File: src/rtl/traffic_pkg.sv
// Shared lamp/phase encodings and the phase-to-lamp decode for the intersection scheduler.
package traffic_pkg;

    localparam int unsigned LAMP_W  = 2;
    localparam int unsigned PHASE_W = 3;

    typedef enum logic [LAMP_W-1:0] {
        GREEN  = 2'b00,
        YELLOW = 2'b01,
        RED    = 2'b11
    } light_t;

    typedef enum logic [PHASE_W-1:0] {
        A_GREEN  = 3'd0,
        A_YELLOW = 3'd1,
        AR_AB    = 3'd2,
        B_GREEN  = 3'd3,
        B_YELLOW = 3'd4,
        AR_BA    = 3'd5
    } phase_t;

    typedef struct packed {
        light_t la;
        light_t lb;
    } lamps_t;

    // Unused codes decode to the reset lamps so the outputs stay safe.
    function automatic lamps_t lamp_decode(input phase_t ph);
        lamps_t l;
        case (ph)
            A_GREEN:  l = '{la: GREEN,  lb: RED};
            A_YELLOW: l = '{la: YELLOW, lb: RED};
            B_GREEN:  l = '{la: RED,    lb: GREEN};
            B_YELLOW: l = '{la: RED,    lb: YELLOW};
            AR_AB,
            AR_BA:    l = '{la: RED,    lb: RED};
            default:  l = '{la: GREEN,  lb: RED};
        endcase
        return l;
    endfunction

endpackage

File: src/rtl/traffic_phase_scheduler_if.sv
// Sensor/parade inputs and lamp/status outputs of the phase scheduler.
interface traffic_phase_scheduler_if;
    import traffic_pkg::*;

    logic                      tick_en;
    logic                      ta;
    logic                      tb;
    logic                      p;
    logic                      r;
    logic [LAMP_W-1:0]         la;
    logic [LAMP_W-1:0]         lb;
    logic                      parade;
    logic [PHASE_W-1:0]        phase;

    modport master (
        output tick_en, ta, tb, p, r,
        input  la, lb, parade, phase
    );

    modport slave (
        input  tick_en, ta, tb, p, r,
        output la, lb, parade, phase
    );

endinterface

File: src/rtl/phase_dwell_timer.sv
// Counts ticks spent in the current phase; clears on phase change, saturates at all-ones.
module phase_dwell_timer #(
    parameter int unsigned CNT_W = 6
) (
    input  logic             clk,
    input  logic             mode_rstn,
    input  logic             clr,
    input  logic             en,
    output logic [CNT_W-1:0] cnt
);

    always_ff @(posedge clk or negedge mode_rstn) begin
        if (!mode_rstn) begin
            cnt <= '0;
        end else if (clr) begin
            cnt <= '0;
        end else if (en && (cnt != '1)) begin
            cnt <= cnt + CNT_W'(1);
        end
    end

endmodule

File: src/rtl/traffic_phase_scheduler.sv
// Two-street phase sequencer with min/max green, yellow, all-red clearance and parade hold.
module traffic_phase_scheduler
    import traffic_pkg::*;
#(
    parameter int unsigned CNT_W     = 6,
    parameter int unsigned MIN_GREEN = 8,
    parameter int unsigned MAX_GREEN = 32,
    parameter int unsigned YELLOW_T  = 3,
    parameter int unsigned ALLRED_T  = 1
) (
    input  logic                      clk,
    input  logic                      mode_rstn,
    traffic_phase_scheduler_if.slave  bus
);

    phase_t             phase;
    phase_t             next_phase;
    light_t             la;
    light_t             lb;
    logic               parade;
    logic               adv;
    logic [CNT_W-1:0]   cnt;
    logic               min_ok;
    logic               max_hit;
    logic               ylw_done;
    logic               ar_done;
    lamps_t             next_lamps;

    phase_dwell_timer #(.CNT_W(CNT_W)) u_dwell (
        .clk       (clk),
        .mode_rstn (mode_rstn),
        .clr       (adv),
        .en        (bus.tick_en),
        .cnt       (cnt)
    );

    // Next-phase decision; only a tick can move the sequence.
    always_comb begin
        next_phase = phase;
        min_ok     = cnt >= CNT_W'(MIN_GREEN - 1);
        max_hit    = cnt >= CNT_W'(MAX_GREEN - 1);
        ylw_done   = cnt == CNT_W'(YELLOW_T - 1);
        ar_done    = cnt == CNT_W'(ALLRED_T - 1);
        if (bus.tick_en) begin
            case (phase)
                A_GREEN:  if (min_ok && (parade || (bus.tb && (!bus.ta || max_hit))))
                              next_phase = A_YELLOW;
                A_YELLOW: if (ylw_done) next_phase = AR_AB;
                AR_AB:    if (ar_done)  next_phase = B_GREEN;
                B_GREEN:  if (!parade && min_ok && (!bus.tb || (bus.ta && max_hit)))
                              next_phase = B_YELLOW;
                B_YELLOW: if (ylw_done) next_phase = AR_BA;
                AR_BA:    if (ar_done)  next_phase = A_GREEN;
                default:  next_phase = A_GREEN;
            endcase
        end
        adv        = next_phase != phase;
        next_lamps = lamp_decode(next_phase);
    end

    // Lamps are registered alongside the phase so they track it without decode glitches.
    always_ff @(posedge clk or negedge mode_rstn) begin
        if (!mode_rstn) begin
            phase <= A_GREEN;
            la    <= GREEN;
            lb    <= RED;
        end else begin
            phase <= next_phase;
            la    <= next_lamps.la;
            lb    <= next_lamps.lb;
        end
    end

    // Parade latch runs every clock; release has priority over request.
    always_ff @(posedge clk or negedge mode_rstn) begin
        if (!mode_rstn) begin
            parade <= 1'b0;
        end else if (bus.r) begin
            parade <= 1'b0;
        end else if (bus.p) begin
            parade <= 1'b1;
        end
    end

    assign bus.la     = la;
    assign bus.lb     = lb;
    assign bus.parade = parade;
    assign bus.phase  = phase;

endmodule

File: src/flat_wrapper.sv
// flat-port wrapper written by rule: the top's interface ports become plain ports
module traffic_phase_scheduler_flat import traffic_pkg::*;
#(
    parameter int unsigned CNT_W     = 6,
    parameter int unsigned MIN_GREEN = 8,
    parameter int unsigned MAX_GREEN = 32,
    parameter int unsigned YELLOW_T  = 3,
    parameter int unsigned ALLRED_T  = 1
)
  (clk, mode_rstn, bus_tick_en, bus_ta, bus_tb, bus_p, bus_r, bus_la, bus_lb, bus_parade, bus_phase);
  traffic_phase_scheduler_if bus_i ();
  input  logic clk;
  input  logic mode_rstn;
  input wire logic [$bits(bus_i.tick_en)-1:0] bus_tick_en;
  input wire logic [$bits(bus_i.ta)-1:0] bus_ta;
  input wire logic [$bits(bus_i.tb)-1:0] bus_tb;
  input wire logic [$bits(bus_i.p)-1:0] bus_p;
  input wire logic [$bits(bus_i.r)-1:0] bus_r;
  output wire logic [$bits(bus_i.la)-1:0] bus_la;
  output wire logic [$bits(bus_i.lb)-1:0] bus_lb;
  output wire logic [$bits(bus_i.parade)-1:0] bus_parade;
  output wire logic [$bits(bus_i.phase)-1:0] bus_phase;
  assign bus_i.tick_en = bus_tick_en;
  assign bus_i.ta = bus_ta;
  assign bus_i.tb = bus_tb;
  assign bus_i.p = bus_p;
  assign bus_i.r = bus_r;
  assign bus_la = bus_i.la;
  assign bus_lb = bus_i.lb;
  assign bus_parade = bus_i.parade;
  assign bus_phase = bus_i.phase;
  traffic_phase_scheduler #(.CNT_W(CNT_W), .MIN_GREEN(MIN_GREEN), .MAX_GREEN(MAX_GREEN), .YELLOW_T(YELLOW_T), .ALLRED_T(ALLRED_T)) u_core (.clk(clk), .mode_rstn(mode_rstn), .bus(bus_i));
endmodule
File: config.mk
export PLATFORM = sky130hd
export DESIGN_NAME = traffic_phase_scheduler_flat
export DESIGN_NICKNAME = d
export VERILOG_FILES = /design/src/rtl/traffic_pkg.sv /design/src/rtl/traffic_phase_scheduler_if.sv /design/src/rtl/phase_dwell_timer.sv /design/src/rtl/traffic_phase_scheduler.sv /design/src/flat_wrapper.sv
export SDC_FILE = /design/constraint.sdc
export NUM_CORES = 1
export LEC_CHECK = 0
export ABC_AREA = 0
export BUFFER_PORTS_ARGS = -buffer_cell sky130_fd_sc_hd__clkbuf_2
export CAP_MARGIN = 5
export CORE_UTILIZATION = 45
export CTS_BUF_LIST = sky130_fd_sc_hd__clkbuf_4 sky130_fd_sc_hd__clkbuf_8
export DETAILED_ROUTE_END_ITERATION = 6
export PLACE_DENSITY = 0.69
export RECOVER_POWER = 25
export SLEW_MARGIN = 5
export SYNTH_ARGS = -nofsm -noshare
export SYNTH_HDL_FRONTEND = slang
export SYNTH_SLANG_ARGS = --single-unit
export TNS_END_PERCENT = 30
File: constraint.sdc
create_clock -name clk -period 2.1 [get_ports clk]
set_clock_uncertainty 0.15 [all_clocks]
set_input_delay 0.105 -clock clk [delete_from_list [all_inputs] [get_ports clk]]
set_output_delay 0.105 -clock clk [all_outputs]
set_load 0.005 [all_outputs]
# Word-level counts from Yosys, hierarchy flattened
# Index checks and enable logic that the tools add are counted.
# classes
n_reduce_logical	17
n_lt_le_gt_ge	2
n_eq_ne	13
n_addsub	1
n_mux	13
# op_table
cell	n
$mux W3	7
$pmux W3 S6	1
$pmux W4 S4	1
$eq A3 B2 Y1 const B	4
$eq A3 B3 Y1 const B	4
$mux W6	2
$add A6 B1 Y6 const B	1
$eq A3 B1 Y1 const B	2
$eq A6 B2 Y1 const B	1
$ge A6 B3 Y1 const B	1
$ge A6 B5 Y1 const B	1
$logic_and A1 B1 Y1	6
$logic_not A6 Y1	1
$ne A6 B6 Y1 const B	1
$reduce_bool A2 Y1	2
$logic_not A1 Y1	3
$logic_not A3 Y1	1
$logic_or A1 B1 Y1	3
$ne A3 B3 Y1	1
$mux W1	2
$reduce_or A2 Y1	1
# word_totals
in_bits	7
regBits	14
output_inout_bits	8

# Depth between registers and ports, before layout
# Gate-level depths: netlist of the first run.
# logic_depth
ltp_word	11
depth_mapped	8

# Cells and area by module
# Synthesis of the first run repeated with hierarchy kept, for this count alone.
# hier_totals
hier_cells	98
area_unflattened_um2	905.9
# by_module_without_submodules
mod	n_inst	cells_per_inst	area_per_inst_um2
traffic_phase_scheduler	1	63	560.5
phase_dwell_timer	1	35	345.3

# Worst setup path after synthesis of the first run
# No wires, ideal clock.
# synth_timing
path_type	flip-flop to flip-flop
startpoint	register u_core.u_dwell.cnt[0]
endpoint	register u_core.la[0] (netlist: u_core.bus.la[0])
t_required_ps	1831
setup_slack_ps	-185
arrival_ps	2016
stages_incl_launch_ff	8
path_cell_list	dfrtp_1 -> ha_1 -> and4_4 -> or3b_1 -> and2_4 -> a32o_2 -> or2_1 -> o21a_1
# synth_rtl
element	line_no	text
start, declared	phase_dwell_timer.sv:9	output logic [CNT_W-1:0] cnt
start signal, assigned	phase_dwell_timer.sv:18	cnt <= cnt + CNT_W'(1);
end signal, assigned	traffic_phase_scheduler.sv:69	la <= next_lamps.la;
end, declared	traffic_phase_scheduler.sv:18	light_t la;

==> results of run 1 <==
-- synthesized netlist by cell type (all sizes together) --
| cell | count | area (um2) |
|---|---|---|
| or3b | 1 | 8.76 |
| nor2 | 10 | 37.5 |
| and3 | 1 | 6.26 |
| and2 | 1 | 8.76 |
| a211oi | 2 | 15.0 |
| xor2 | 3 | 26.3 |
| buf | 2 | 7.51 |
| inv | 6 | 22.5 |
| a32o | 2 | 21.3 |
| ha | 3 | 37.5 |
| nor2b | 3 | 18.8 |
| dfrtp | 12 | 300 |
| mux2i | 1 | 10.0 |
| a2111oi | 2 | 30.0 |
| dfstp | 2 | 52.6 |
| xnor2 | 2 | 17.5 |
| o41a | 1 | 11.3 |
| or2 | 2 | 12.5 |
| nor4 | 2 | 18.8 |
| o22ai | 2 | 18.8 |
| nand4 | 2 | 12.5 |
| o21a | 2 | 15.0 |
| o31ai | 1 | 12.5 |
| nand2b | 2 | 12.5 |
| and4 | 1 | 11.3 |
| o21ai | 4 | 27.5 |
| a21oi | 5 | 25.0 |
| o31a | 1 | 8.76 |
| nand2 | 7 | 26.3 |
-- cell families (layout without fill, tap and decap cells) --
kind of cell	count (synthesis)	count (layout)	share of synthesized area [%]
AOI/OAI and AO/OA	22	22	22.2
DFF	14	14	42.3
buffers and inverters	8	39	3.60
and+or+nand+nor	32	32	20.9
xor gates and xnor gates	5	5	5.26
muxes	1	1	1.20
adders and majority gates	3	3	4.50
-- path summary, 6_finish.rpt --
kind,depth (start not counted),slack [ns],start,endpoint
max in group asynchronous,2,1.08,mode_rstn,u_core.u_dwell.cnt[0]$_DFFE_PN0P_
max,7,-0.18,u_core.u_dwell.cnt[0]$_DFFE_PN0P_,u_core.bus.la[0]$_DFF_PN0_
min in group asynchronous,2,0.24,mode_rstn,u_core.bus.la[0]$_DFF_PN0_
min,3,0.06,bus_tick_en,u_core.bus.lb[1]$_DFF_PN1_
max reg2reg,7,-0.18,u_core.u_dwell.cnt[0]$_DFFE_PN0P_,u_core.bus.la[0]$_DFF_PN0_
min reg2reg,2,0.56,u_core.u_dwell.cnt[4]$_DFFE_PN0P_,u_core.u_dwell.cnt[4]$_DFFE_PN0P_
-- stage by stage --
| step | util [%] | hold slack (ns) | total power [mW] |
|---|---|---|---|
| 2_1_floorplan | - | -0.341 | 0.752 |
| 3_3_place_gp | 58.2 | -0.134 | 0.973 |
| 3_5_place_dp | 58.2 | -0.128 | 0.991 |
| 4_1_cts | 63.4 | 0.0385 | 1.23 |
| 5_1_grt | 68.0 | 0.0818 | 1.44 |
| 6_report | 68.0 | 0.0601 | 1.35 |
-- sequential cells by signal, summed over array words and instances, names as in the netlist --
register            cells
u_core.u_dwell.cnt      6
u_core.bus.phase        3
u_core.bus.la           2
u_core.bus.lb           2
u_core.bus.parade       1
-- final cells by class --
| class | count | area (um2) | area share, % |
|---|---|---|---|
| Multi-Input combinational cell | 63 | 538 | 45.8 |
| Sequential cell | 14 | 353 | 30.1 |
| Timing Repair Buffer | 29 | 193 | 16.4 |
| Clock buffer | 4 | 36.3 | 3.09 |
| Tap cell | 25 | 31.3 | 2.67 |
| Inverter | 6 | 22.5 | 1.92 |
-- report_power, final --
| group | internal [mW] | switching [mW] | leakage [nW] |
|---|---|---|---|
| Clock | 0.106 | 0.0896 | 0.0210 |
| Sequential | 0.359 | 0.0702 | 0.166 |
| Combinational | 0.361 | 0.368 | 0.322 |
-- placed cells by master (no fill, tap or decap), types with 2 or more instances in the layout --
master	count
a2111oi_4	2
a21oi_1	5
ha_1	2
dfrtp_1	12
nor2_4	2
nor2b_1	3
o21ai_0	2
nand2_1	7
nand4_1	2
inv_1	6
clkbuf_2	13
dfstp_2	2
xnor2_1	2
nand2b_1	2
buf_4	11
o21ai_2	2
xor2_1	3
dlygate4sd3_1	3
o21a_1	2
o22ai_2	2
or2_1	2
nor2_1	8
clkbuf_4	3
-- worst max-delay path, delay by kind of cell (launching register included) --
family	cells	cell delay [ns]
AOI/OAI and AO/OA	2	0.44
adders and majority gates	1	0.19
and+or+nand+nor	4	0.99
DFF	1	0.41
-- routing by layer --
layer	global-route usage, %	wire (um)	vias up
met2	30.4	879	21
li1	-	-	364
met4	15.8	86	0
met5	0	0	-
met3	4.40	76	9
met1	30.8	909	346
-- what timing repair did --
action / CTS / global route
hold buffers: 3 / 0
buffers inserted: 1 / 1
hold endpoints to repair: 15 / 0
gates resized for setup: 3 / 11
pin swaps: 1 / 5
endpoints found under the setup margin: 11 / 11
==> results.toml, run 1 <==
[status]
status = "finished, violations left"
failed_checks = "setup timing"

[routing]
drt-vias-per-instance = 5.25
ant_nets = 0
initialDrtViolationCount = 11
vias = 740
dr.pass1.iters = 4
drt_wl_total_um = 1950
drc = 0
wl_per_cell_um = 13.8

[layout]
syn_to_final_growth_pct = 40.8
final_net_count = 127
design_area_um2 = 1170
drive_above_1_share_pct = 41.4
final_cells = 141
n_fill_cell = 144
antennaDiodeCount = 0

[critical_path]
worstPathCellList = "ha_4 > and4_4 > or3b_4 > and2_4 > a32o_2 > or2_1 > o21a_1"
cp_slowest_cell = "dfrtp_1"
start_kind = "flop"
max_stage_delay_ns = 0.41
crit_fanout = 5
path_class = "reg2reg"
critPathArrivalTime_ns = 2.32
required_ns = 2.14
critPathCaptureType = "flop"

[synthesis]
syn_nets = 95
syn_avg_cell_area_um2 = 9.80
ys_seq_area_share_pct = 42.3
synth_warnings = 0
ys_types = 33
synth_seq_cells = 14
syn_area_um2 = 833
syn_inst = 85

[hold_path]
min_path_type = "in2reg"

[power]
peakVddDrop_v = 0.000662
powerDensity_nw_per_um2 = 1150
leakagePower_nw = 0.509

[floorplanning]
pin_count = 15
die_area_um2 = 2030
die_height_um = 45.0
core_area_um2 = 1730
rows = 15
dieWidth_um = 45.0
initial_core_util_pct = 48.3

[sta]
fin_setup_tns_ns = -1.19
tightest_slew_ns = 0.758
finalHoldViolations = 0
setup_slack_ns = -0.178
drv_slew = 0
fmax_mhz = 439
setup_viol = 11
rsz0062_at_grt = "true"
finalCritPeriodShare_pct = 108
finalCriticalPeriod_ns = 2.28
relSlewSlack_pct = 49.5

[global_routing]
grt-ovfl-total = 0
grt_pass1_wl_um = 3110
antenna_found_initial = 0
track_usage_pct = 22.1
grt_max_degree = 15
first_global_vias = 714

[placement]
hpwl_um = 1310
place_congestion = 0.754
dp_slack_ns = -0.182
dp.cells = 132
port_buffers = 14
post_dp_cell_area_um2 = 1000

[clock_network]
cts-root-buf = "clkbuf_4"
insertion_delay_ns = 0.29
htree_levels = 1
path_clk_slew_ns = 0.09
clockBufferDepth = 2
cts_buffers = 3
cts_tree = "yes"
cts_sinks = 14

[job]
drv_cap = 0
No activity file was read; power rests on OpenSTA's default activity.
==> run 2, diff against run 1 <==
BUFFER_PORTS_ARGS = unset   (was -buffer_cell sky130_fd_sc_hd__clkbuf_2)
CORE_UTILIZATION = 57   (was 45)
DONT_BUFFER_PORTS = 1   (was unset)
PLACE_DENSITY = 0.75   (was 0.69)
REMOVE_ABC_BUFFERS = 1   (was unset)
==> results.toml, run 2 (synthesized netlist as in run 1, its figures left out) <==
[power]
powerDensity_nw_per_um2 = 1170
fin_total_pwr_mw = 1.31
peakVddDrop_v = 0.000746
leakagePower_nw = 0.464

[floorplanning]
dieWidth_um = 40.2
initial_core_util_pct = 62.5
pin_count = 15
rows = 13
core_area_um2 = 1330
die_height_um = 40.2
die_area_um2 = 1620

[layout]
drive_above_1_share_pct = 35.6
largest_register_ffs = 6
antennaDiodeCount = 0
final_cell_mix = "13 x buf_4, 12 x dfrtp_1, 10 x nor2_1"
n_fill_cell = 76
final_common_cell = "buf_4"
top_register = "u_core.u_dwell.cnt"
syn_to_final_growth_pct = 33.8
largest_registers = "u_core.u_dwell.cnt x6, u_core.bus.phase x3"
final_net_count = 115

[clock_network]
insertion_delay_ns = 0.28
path_clk_slew_ns = 0.09
clockBufferDepth = 2
cts_tree = "yes"
htree_levels = 1
cts-root-buf = "clkbuf_4"
cts_buffers = 3
cts_sinks = 14

[hold_path]
min_path_type = "in2reg"
min-delay-start = "bus_tick_en"

[sta]
setup_viol = 10
tightest_slew_ns = 0.641
relSlewSlack_pct = 57.1
finalHoldViolations = 0
finalCritPeriodShare_pct = 110
fmax_mhz = 434
finalCriticalPeriod_ns = 2.30
fin_setup_tns_ns = -1.13
setup_slack_ns = -0.203
drv_slew = 0
rsz0062_at_grt = "true"

[critical_path]
required_ns = 2.12
critPathArrivalTime_ns = 2.32
crit_fanout = 5
crit_start = "u_core.u_dwell.cnt[0]$_DFFE_PN0P_"
critPathCaptureType = "flop"
start_kind = "flop"
path_class = "reg2reg"
reg2reg_from = "u_core.u_dwell.cnt[0]$_DFFE_PN0P_"

[global_routing]
first_global_vias = 669
antenna_found_initial = 0
grt-ovfl-total = 0
track_usage_pct = 27.0
grt_pass1_wl_um = 2770
grt_max_degree = 15

[placement]
port_buffers = 0
place_congestion = 0.789
hpwl_um = 1280

[routing]
vias = 709
wl_per_cell_um = 17.8
drt-vias-per-instance = 5.96
drc = 0
dr.pass1.iters = 4
drt_wl_total_um = 2120
ant_nets = 0
initialDrtViolationCount = 16

[status]
failed_checks = "setup timing"
status = "finished, violations left"

[job]
drv_cap = 0
-- run 2: metal layers --
metal / vias up / wire, um / GRT usage, %
li1: 339 / - / -
met1: 345 / 990 / 33.3
met2: 21 / 1010 / 46.0
met3: 4 / 89 / 5.56
met4: 0 / 32 / 10.0
met5: - / 0 / 0
-- run 2: critical path, cell delays in order (launching register included) --
cell and delay (ns):
dfrtp_1 0.42, ha_4 0.19, and4_4 0.19, or3b_4 0.40, and2_4 0.18, a32o_2 0.27, or2_1 0.22, o21a_1 0.17
-- run 2: timing repair --
action	CTS	global route
hold endpoints to repair	20	10
setup endpoints to repair	11	11
hold buffers	3	1
pin swaps	4	12
resized for setup	3	12
setup buffers	2	1
-- run 2: power breakdown --
| group | internal [mW] | leakage [nW] | total (mW) | switching [mW] |
|---|---|---|---|---|
| logic | 0.316 | 0.278 | 0.667 | 0.351 |
| registers | 0.360 | 0.166 | 0.443 | 0.0833 |
| clock network | 0.105 | 0.0210 | 0.196 | 0.0903 |
-- run 2: layout make-up --
cell class	count	area (um2)	area share (%)
Timing Repair Buffer	17	138	12.3
Multi-Input combinational cell	63	547	49.0
Tap cell	15	18.8	1.68
Sequential cell	14	353	31.6
Inverter	6	22.5	2.02
Clock buffer	4	36.3	3.25
-- run 2: path summary, 6_finish.rpt --
check	endpoint	slack (ns)	cells after the start
max	u_core.bus.la[0]$_DFF_PN0_	-0.20	7
min	u_core.u_dwell.cnt[2]$_DFFE_PN0P_	0.06	3
max reg2reg	u_core.bus.la[0]$_DFF_PN0_	-0.20	7
min reg2reg	u_core.bus.phase[0]$_DFF_PN0_	0.57	2
max in group asynchronous	u_core.bus.phase[1]$_DFF_PN0_	1.25	1
min in group asynchronous	u_core.u_dwell.cnt[2]$_DFFE_PN0P_	0.13	1
-- run 2: per-stage QoR --
| step | instances | hold WS, ns | area, um2 | setup slack (ns) | util [%] |
|---|---|---|---|---|---|
| 2_1_floorplan | 83 | -0.341 | 826 | -0.185 | - |
| 3_3_place_gp | 109 | -0.340 | 927 | -0.182 | 69.5 |
| 3_5_place_dp | 109 | -0.340 | 927 | -0.230 | 69.5 |
| 4_1_cts | 118 | -0.211 | 1030 | -0.160 | 76.9 |
| 5_1_grt | 119 | 0.0875 | 1110 | -0.215 | 83.6 |
| 6_report | 119 | 0.0597 | 1110 | -0.203 | 83.6 |
==> run 3, diff against run 2 <==
PLACE_DENSITY = 0.72   (was 0.75)
==> results.toml, run 3 (synthesized netlist as in run 1, its figures left out) <==
[power]
peakVddDrop_v = 0.000754
seq_power_share_pct = 35.6
power_switching_uw = 484
leakagePower_nw = 0.472
powerDensity_nw_per_um2 = 1150
clkPwrFrac_pct = 16.1
switching_share_pct = 39.1
p_comb_share_pct = 48.4
p_int_uw = 755

[sta]
rsz0062_at_grt = "true"
finalCriticalPeriod_ns = 2.23
finalHoldViolations = 0
setup_slack_ns = -0.126
drv_slew = 0
relSlewSlack_pct = 59.2
finalCritPeriodShare_pct = 106
tightest_slew_ns = 0.610
fin_setup_tns_ns = -0.982
setup_viol = 10
fmax_mhz = 449

[routing]
vias = 712
drt-vias-per-instance = 5.93
wl_per_cell_um = 16.8
dr.pass1.iters = 4
initialDrtViolationCount = 13
ant_nets = 0
drc = 0
drt_wl_total_um = 2020

[critical_path]
crit_fanout = 4
critPathCaptureType = "flop"
path_class = "reg2reg"
start_kind = "flop"
critPathArrivalTime_ns = 2.26
required_ns = 2.13

[layout]
multi_input_area_um2 = 498
final_net_count = 116
syn_to_final_growth_pct = 28.8
largest_registers = "u_core.u_dwell.cnt x6, u_core.bus.phase x3"
final_common_cell = "buf_4"
fin_util_pct = 80.5
regArea_um2 = 353
antennaDiodeCount = 0
n_fill_cell = 86
design_area_um2 = 1070
final_cell_mix = "14 x buf_4, 12 x dfrtp_1, 10 x nor2_1"
largest_register_ffs = 6
top_register = "u_core.u_dwell.cnt"
drive_above_1_share_pct = 32.4

[floorplanning]
core_area_um2 = 1330
rows = 13
pin_count = 15
die_height_um = 40.2
die_area_um2 = 1620
initial_core_util_pct = 62.5
dieWidth_um = 40.2

[placement]
place_congestion = 0.773
port_buffers = 0
post_dp_cell_area_um2 = 935
hpwl_um = 1290

[status]
status = "finished, violations left"
failed_checks = "setup timing"

[clock_network]
cts_buffers = 3
cts_sinks = 14
clockBufferDepth = 2
htree_levels = 1
cts-root-buf = "clkbuf_4"
insertion_delay_ns = 0.29
path_clk_slew_ns = 0.08
cts_tree = "yes"

[hold_path]
min_path_type = "in2reg"

[global_routing]
track_usage_pct = 29.1
antenna_found_initial = 0
grt-ovfl-total = 0
grt_pass1_wl_um = 3020
first_global_vias = 689
grt_max_degree = 15

[job]
drv_cap = 0
[run 3: worst paths after layout]
path,end,slack [ns],depth (start not counted),startpoint
worst max-delay path,u_core.bus.la[1]$_DFF_PN0_,-0.13,7,u_core.u_dwell.cnt[0]$_DFFE_PN0P_
worst min-delay path,u_core.u_dwell.cnt[0]$_DFFE_PN0P_,0.06,3,bus_tick_en
worst max register to register,u_core.bus.la[1]$_DFF_PN0_,-0.13,7,u_core.u_dwell.cnt[0]$_DFFE_PN0P_
worst min register to register,u_core.bus.phase[0]$_DFF_PN0_,0.56,2,u_core.bus.phase[0]$_DFF_PN0_
max in group asynchronous,u_core.u_dwell.cnt[3]$_DFFE_PN0P_,1.30,1,mode_rstn
min in group asynchronous,u_core.u_dwell.cnt[0]$_DFFE_PN0P_,0.11,1,mode_rstn
[run 3: power by group through the flow]
| stage | Clock, mW | Sequential, mW | Combinational, mW |
|---|---|---|---|
| after detailed placement | 0 | 0.428 | 0.518 |
| final | 0.199 | 0.440 | 0.599 |
| after global placement | 0 | 0.429 | 0.503 |
| after global routing | 0.205 | 0.452 | 0.644 |
| after CTS | 0.199 | 0.438 | 0.580 |
| after floorplan | 0 | 0.447 | 0.301 |
[run 3: area by class of cell]
class / instances / area share (%)
sequential: 14 / 32.9
clock buffer: 4 / 3.38
timing repair buffer: 18 / 13.5
multi-input combinational: 63 / 46.4
inverter: 6 / 2.10
tap: 15 / 1.75
[run 3: critical path, cell delays in order, from the launching register on]
cell and delay [ns]:
dfrtp_1 0.42, ha_4 0.19, and4_4 0.20, or3b_4 0.38, and2_4 0.17, a32o_2 0.25, nor2b_1 0.16, or2_1 0.21
[run 3: repair_timing]
item / 4_1_cts / 5_1_grt
endpoints found under the hold margin: 20 / 0
gates resized for setup: 7 / 1
setup endpoints to repair: 10 / 10
hold buffers: 4 / 0
pin swaps: 11 / 2
setup buffers: 2 / 0
[run 3: per-stage QoR]
stage | power (mW) | cells | hold WS (ns) | setup WS, ns
finish | 1.24 | 120 | 0.0644 | -0.126
global route | 1.30 | 120 | 0.117 | -0.173
CTS | 1.22 | 120 | 0.0474 | -0.114
detailed placement | 0.947 | 110 | -0.340 | -0.208
global placement | 0.931 | 110 | -0.340 | -0.168
floorplan | 0.748 | 83 | -0.341 | -0.185
[run 3: per-layer routing]
metal  wire [um]  track usage, %
met5           0               0
met4          17            10.0
met3          69            7.22
met2         970            50.0
met1         964            35.3
